File: config.mk
export PLATFORM = sky130hd
export DESIGN_NAME = ch0re_hazard_ctrl
export DESIGN_NICKNAME = d
export VERILOG_FILES = /design/src/rtl/ch0re_pkg.sv /design/src/rtl/ch0re_sat_cnt.sv /design/src/rtl/ch0re_hazard_ctrl.sv
export SDC_FILE = /design/constraint.sdc
export NUM_CORES = 1
export LEC_CHECK = 0
export CAP_MARGIN = 30
export CORE_UTILIZATION = 44
export DETAILED_ROUTE_END_ITERATION = 8
export HOLD_SLACK_MARGIN = 0.03
export PLACE_DENSITY = 0.7
export SKIP_LAST_GASP = 1
export SLEW_MARGIN = 20
export SYNTH_ARGS = -nofsm -noshare
export SYNTH_HDL_FRONTEND = slang
export SYNTH_HIERARCHICAL = 1
export SYNTH_SLANG_ARGS = --single-unit
export TNS_END_PERCENT = 50
File: constraint.sdc
create_clock -name clk -period 6.1 [get_ports clk]
set_clock_uncertainty 0.15 [all_clocks]
set_input_delay 1.22 -clock clk [delete_from_list [all_inputs] [get_ports clk]]
set_output_delay 1.22 -clock clk [all_outputs]
set_load 0.005 [all_outputs]
File: src/rtl/ch0re_pkg.sv
// Shared types for the ch0re pipeline hazard controller.
// Contents: forwarding-select encoding, scoreboard entry layout, source-match helper.
// No ports; imported by ch0re_hazard_ctrl and its sub-modules.
package ch0re_pkg;

   typedef enum logic [1:0] {
      FWD_RF    = 2'b00,
      FWD_EXMEM = 2'b01,
      FWD_MEMWB = 2'b10
   } fwd_sel_e;

   typedef struct packed {
      logic       valid;
      logic [4:0] rd;
      logic       wen;
      logic       is_load;
   } sb_entry_t;

   localparam sb_entry_t SB_EMPTY = '0;

   // True when an in-flight entry will write the register a source operand reads.
   // x0 is hard-wired zero, so it never carries a dependency.
   function automatic logic sb_match(input logic used, input logic [4:0] src,
                                     input sb_entry_t e);
      return used & (src != 5'd0) & e.valid & e.wen & (e.rd == src);
   endfunction

endpackage

File: src/rtl/ch0re_sat_cnt.sv
// Saturating event counter: counts cycles with inc=1, sticks at all-ones.
// Ports: clk, rst_n (async active-low, clears count), inc (count enable), cnt (value).
// One-cycle update latency; no backpressure.
module ch0re_sat_cnt #(
   parameter int WIDTH = 32
) (
   input  logic             clk,
   input  logic             rst_n,
   input  logic             inc,
   output logic [WIDTH-1:0] cnt
);

   always_ff @(posedge clk or negedge rst_n) begin
      if (!rst_n) begin
         cnt <= '0;
      end else if (inc && (cnt != '1)) begin
         cnt <= cnt + 1'b1;
      end
   end

endmodule

File: src/rtl/ch0re_hazard_ctrl.sv
// Hazard/sequencing controller for the 5-stage RV64I core, sitting beside ID.
// Inputs: ID operand/destination info, ex_redirect. Outputs: stall_o, flush_ifid_o,
// flush_idex_o (same-cycle), fwd_rs*_sel_o (registered, aligned to EX), saturating
// stall/flush counters. clk, rst_n asynchronous active-low.
module ch0re_hazard_ctrl
   import ch0re_pkg::*;
#(
   parameter bit FWD_EN       = 1'b1,
   parameter bit RF_WB_BYPASS = 1'b1,
   parameter int CNT_WIDTH    = 32
) (
   input  logic                 clk,
   input  logic                 rst_n,
   input  logic                 id_valid,
   input  logic [4:0]           id_rs1,
   input  logic [4:0]           id_rs2,
   input  logic                 id_rs1_used,
   input  logic                 id_rs2_used,
   input  logic [4:0]           id_rd,
   input  logic                 id_wen,
   input  logic                 id_is_load,
   input  logic                 ex_redirect,
   output logic                 stall_o,
   output logic                 flush_ifid_o,
   output logic                 flush_idex_o,
   output logic [1:0]           fwd_rs1_sel_o,
   output logic [1:0]           fwd_rs2_sel_o,
   output logic [CNT_WIDTH-1:0] stall_cnt_o,
   output logic [CNT_WIDTH-1:0] flush_cnt_o
);

   sb_entry_t sb_ex, sb_mem, sb_wb;
   fwd_sel_e  rs1_sel_q, rs2_sel_q;
   fwd_sel_e  rs1_sel_d, rs2_sel_d;

   logic m1_ex, m2_ex, m1_mem, m2_mem, m1_wb, m2_wb;
   logic hazard;
   logic bubble;

   always_comb begin
      m1_ex     = sb_match(id_rs1_used, id_rs1, sb_ex);
      m2_ex     = sb_match(id_rs2_used, id_rs2, sb_ex);
      m1_mem    = sb_match(id_rs1_used, id_rs1, sb_mem);
      m2_mem    = sb_match(id_rs2_used, id_rs2, sb_mem);
      m1_wb     = sb_match(id_rs1_used, id_rs1, sb_wb);
      m2_wb     = sb_match(id_rs2_used, id_rs2, sb_wb);
      hazard    = 1'b0;
      rs1_sel_d = FWD_RF;
      rs2_sel_d = FWD_RF;

      if (FWD_EN) begin
         // With forwarding only a load in EX is too late: its data exists after MEM.
         hazard = (m1_ex | m2_ex) & sb_ex.is_load;
      end else begin
         hazard = m1_ex | m2_ex | m1_mem | m2_mem
                | (~RF_WB_BYPASS & (m1_wb | m2_wb));
      end

      // Redirect wins: the ID instruction is being squashed, so stalling it is moot.
      stall_o      = id_valid & hazard & ~ex_redirect;
      flush_ifid_o = ex_redirect;
      flush_idex_o = ex_redirect;
      bubble       = stall_o | ex_redirect;

      // EX stage is checked first so the youngest writer's value is forwarded.
      if (FWD_EN && !bubble) begin
         if (m1_ex)       rs1_sel_d = FWD_EXMEM;
         else if (m1_mem) rs1_sel_d = FWD_MEMWB;
         if (m2_ex)       rs2_sel_d = FWD_EXMEM;
         else if (m2_mem) rs2_sel_d = FWD_MEMWB;
      end
   end

   always_ff @(posedge clk or negedge rst_n) begin
      if (!rst_n) begin
         sb_ex     <= SB_EMPTY;
         sb_mem    <= SB_EMPTY;
         sb_wb     <= SB_EMPTY;
         rs1_sel_q <= FWD_RF;
         rs2_sel_q <= FWD_RF;
      end else begin
         sb_wb  <= sb_mem;
         sb_mem <= sb_ex;
         if (bubble) begin
            sb_ex <= SB_EMPTY;
         end else begin
            sb_ex <= '{valid: id_valid, rd: id_rd, wen: id_wen, is_load: id_is_load};
         end
         rs1_sel_q <= rs1_sel_d;
         rs2_sel_q <= rs2_sel_d;
      end
   end

   assign fwd_rs1_sel_o = rs1_sel_q;
   assign fwd_rs2_sel_o = rs2_sel_q;

   ch0re_sat_cnt #(.WIDTH(CNT_WIDTH)) u_stall_cnt (
      .clk   (clk),
      .rst_n (rst_n),
      .inc   (stall_o),
      .cnt   (stall_cnt_o)
   );

   ch0re_sat_cnt #(.WIDTH(CNT_WIDTH)) u_flush_cnt (
      .clk   (clk),
      .rst_n (rst_n),
      .inc   (ex_redirect),
      .cnt   (flush_cnt_o)
   );

endmodule
# Word-level counts from Yosys, hierarchy flattened
# Cells that the tools add are included.
# totals
regBits	83
input_bits	23
out_inout_bits	71
wordCells	50
# op_classes
add_sub_neg	2
eq_ne	6
n_mux	7
bitwise	20
n_reduce_logical	4
# op_table
op	count
$add 32x1->32 const B	2
$ne 32x32->1 const B	2
$eq 5x5->1	4
$and 1x1->1	17
$mux 2	6
$reduce_bool 5->1	2
$mux 8	1
$logic_and 1x1->1	2
$or 1x1->1	2
$not 1->1	1

# Longest topological paths before layout
# depth
depth_word	11
depth_mapped	11
mapped_depth_nobuf	10

# Hierarchy
# Netlist, hierarchy kept.
# modules_own_cells
module	instances	cells_per_inst	area_each_um2	seq_area_each_um2
ch0re_sat_cnt	2	151	1624.1	800.8
ch0re_hazard_ctrl	1	75	899.6	475.5

# Worst setup path after synthesis
# No wires, ideal clock.
# synth_path
kind	in2out
from	in id_rs2[4]
to	out stall_o
arrival_ns	2.642
required_time_ns	4.730
setup_slack_ns	2.088
cell_stages	5
n_path_buf	0
path_cell_list	xnor2_1 nand4_1 or4_4 a21oi_4 nor2b_1
# synth_via
elab_chain_len	9
word_cells_on_any_way	10
classes_between	1 x eq/ne; 8 x bitwise; 1 x reduce/logical
# synth_rtl
element	line	text
from (decl)	ch0re_hazard_ctrl.sv:16	input logic [4:0] id_rs2,
$reduce_bool 5->1	--	
$and 1x1->1	--	
$and 1x1->1 (2 in series)	ch0re_pkg.sv:25	return used & (src != 5'd0) & e.valid & e.wen & (e.rd == src);
$and 1x1->1 (*)	ch0re_pkg.sv:25	
$or 1x1->1 (*)	--	
$and 1x1->1 (*)	ch0re_hazard_ctrl.sv:53	hazard = (m1_ex | m2_ex) & sb_ex.is_load;
$and 1x1->1 (*) (2 in series)	ch0re_hazard_ctrl.sv:60	stall_o = id_valid & hazard & ~ex_redirect;
to (decl)	ch0re_hazard_ctrl.sv:23	output logic stall_o,
# Mark *: on every way between the ends. The rest lies on a longest branch, timed or not.

# Worst setup path in the final report
# Same ends and word-level chain as after synthesis.

==> impl_metrics.env <==
export IMPL_grt_pass1_wl_um=16500
export IMPL_root_buffer="clkbuf_8"
export IMPL_antenna_found_initial=0
export IMPL_yosysSeqAreaShare_pct=50.1
export IMPL_drc=0
export IMPL_cts_setup_buffers=0
export IMPL_area_growth_pct=29.7
export IMPL_critPathLaunchType="input pin"
export IMPL_crit_path_max_fanout=8
export IMPL_synth_avg_cell_area_um2=11.0
export IMPL_ctsHtreeMaxLevel=3
export IMPL_async_flop_share_pct=100
export IMPL_gp_congestion=0.854
export IMPL_n_fill_cell=799
export IMPL_p_per_area_mw_per_mm2=212
export IMPL_die_area_mm2=0.00982
export IMPL_clk_pin_slew_ns=0.08
export IMPL_grt_max_degree=56
export IMPL_route_vias_total=3259
export IMPL_clk_latency_ns=0.35
export IMPL_nets=501
export IMPL_critPathKind="in2out"
export IMPL_ant_nets=0
export IMPL_die_h_um=99.1
export IMPL_cts_tree="done"
export IMPL_drt_iter0_markers=103
export IMPL_cp_data_required_time_ns=4.73
export IMPL_relSlewSlack_pct=50.0
export IMPL_status="finished, final reports clean"
export IMPL_pin_count=94
export IMPL_drt_total_wl_um=9790
export IMPL_hold_path_class="reg2reg"
export IMPL_floorplan_initialDensity_pct=45.1
export IMPL_worst_pin_slew_ns=0.743
export IMPL_post_cts_resized=0
export IMPL_grtUsageTotal_pct=21.4
export IMPL_cts_max_path_buffers=2
export IMPL_synth_edf_count=0
export IMPL_ys_warn_count=6
export IMPL_p_total_mw=1.14
export IMPL_cts_hold_fix_buffers=0
export IMPL_ys_ff_latch=83
export IMPL_tns_ns=0
export IMPL_maxSlewViolCount=0
export IMPL_syn_nets=402
export IMPL_syn_inst=377
export IMPL_final_cells=591
export IMPL_rows=35
export IMPL_synth_cell_types=39
export IMPL_leakage_nw=2.16
export IMPL_core_area_mm2=0.00920
export IMPL_hold_viol=0
export IMPL_synth_main_ff_cell="dfrtp_1"
export IMPL_gr_total_overflow=0
export IMPL_dp_cells=576
export IMPL_grt_pass1_vias=3330
export IMPL_fmax_mhz=185
export IMPL_vias_per_cell=5.51
export IMPL_setup_viol_count_final=0
export IMPL_critPathCaptureType="output pin"
export IMPL_fin_crit_ns=5.42
export IMPL_cts_buffers=9
export IMPL_multi_input_area_mm2=0.00201
export IMPL_cts_sinks=83
export IMPL_min_period_over_period_pct=88.9
export IMPL_wl_per_cell_um=16.6
export IMPL_dp_hpwl_um=7150
export IMPL_final_util_pct=58.5
export IMPL_irDropWorstVdd_mv=0.0915
export IMPL_synth_area_mm2=0.00415
export IMPL_ff_latch_area_mm2=0.00208
export IMPL_num_antenna_cells=0
export IMPL_cap_violations=0
export IMPL_drive_above_1_share_pct=8.96
export IMPL_portBuffers=93
export IMPL_arrival_ns=4.05
export IMPL_dr_pass1_iters=4
export IMPL_grt_setup_unrepaired="false"
export IMPL_die_width_um=99.1
[sequential cells by signal, indices dropped and copies added (netlist names)]
| name | cells |
|---|---|
| fwd_rs1_sel_o | 2 |
| fwd_rs2_sel_o | 2 |
| sb_ex | 8 |
| sb_mem | 7 |
| u_flush_cnt/cnt | 32 |
| u_stall_cnt/cnt | 32 |
[logic make-up (layout without fill, tap and decap cells)]
logic type | Yosys count | in the layout | share of synthesized area [%]
and+or+nand+nor | 183 | 183 | 26.6
DFF | 83 | 83 | 50.1
xor gates and xnor gates | 78 | 78 | 16.5
AOI/OAI and AO/OA | 18 | 18 | 3.77
buffers and inverters | 9 | 112 | 1.36
muxes | 4 | 4 | 1.09
adders and majority gates | 2 | 2 | 0.603
[Yosys cell counts (3+ instances only)]
master	count	area share [%]
a21oi_1	5	0.60
and3_1	4	0.60
and4_1	8	1.7
clkbuf_1	3	0.27
dfrtp_1	83	50
nand2_1	36	3.3
nand3_1	30	3.6
nand4_1	33	5.0
nor2_1	19	1.7
nor2b_1	3	0.45
nor3_1	8	0.97
nor3_2	4	0.97
nor3b_1	7	1.3
nor4_1	8	1.2
o211ai_1	4	0.72
or4_4	6	1.6
xnor2_1	60	13
xor2_1	18	3.8
[area by class of cell]
class,count,share of cell area [%]
Clock buffer,11,2.81
Clock inverter,4,0.488
Multi-Input combinational cell,285,37.5
Inverter,2,0.140
Sequential cell,83,38.6
Tap cell,111,2.58
Timing Repair Buffer,95,17.9
[critical path, stage by stage]
cell             delay (ns)
clkdlybuf4s50_1        0.54
xnor2_1                0.14
nand4_1                0.13
or4_4                  0.57
a21oi_4                0.27
nor2b_1                0.55
clkdlybuf4s50_1        0.62
[cells in the final DEF, fill, tap and decap left out, types with 3 or more instances in the layout]
cell type / n
nor2_1: 19
nor3b_1: 7
clkdlybuf4s50_1: 92
or4_4: 6
nand4_1: 33
nand3_1: 30
xor2_1: 18
and3_1: 4
nor3_1: 8
clkbuf_8: 11
nor3_2: 4
nor2b_1: 3
o211ai_1: 4
nand2_1: 36
and4_1: 8
a21oi_1: 5
nor4_1: 8
dfrtp_1: 83
xnor2_1: 60
[worst paths after layout]
| kind | from | slack (ns) | end | depth (start not counted) |
|---|---|---|---|---|
| min in group asynchronous | rst_n | 0.63 | fwd_rs2_sel_o[1] | 1 |
| worst min-delay path | sb_ex[7] | 0.23 | sb_mem[7] | 0 |
| worst max register to register | sb_ex[6] | 2.33 | u_stall_cnt/cnt[29] | 10 |
| max in group asynchronous | rst_n | 4.56 | u_stall_cnt/cnt[12] | 2 |
| worst min register to register | sb_ex[7] | 0.23 | sb_mem[7] | 0 |
| worst max-delay path | id_rs2[4] | 0.68 | stall_o | 7 |
[power by group]
part	internal (mW)	switching, mW	total (mW)	leakage (nW)
clock network	0.167	0.195	0.362	0.0912
registers	0.578	0.0415	0.620	1.13
logic	0.0901	0.0668	0.157	0.943
total	0.835	0.303	1.14	2.16
[through the flow]
stage | hold WS, ns | setup WS [ns] | instance area [um2]
2_1_floorplan | 0.204 | 2.09 | 4150
3_3_place_gp | 0.212 | 0.773 | 5170
3_5_place_dp | 0.210 | 0.732 | 5200
4_1_cts | 0.230 | 0.700 | 5380
5_1_grt | 0.239 | 0.524 | 5380
6_report | 0.230 | 0.680 | 5380
[metal layers]
layer,GRT usage (%),vias up,share of wire (%)
met5,0,-,0
met4,10.3,0,2.4
met3,3.65,20,5.5
met2,33.3,111,46
met1,29.2,1571,46
li1,-,1557,-
Power figures use the tool's default switching activity.
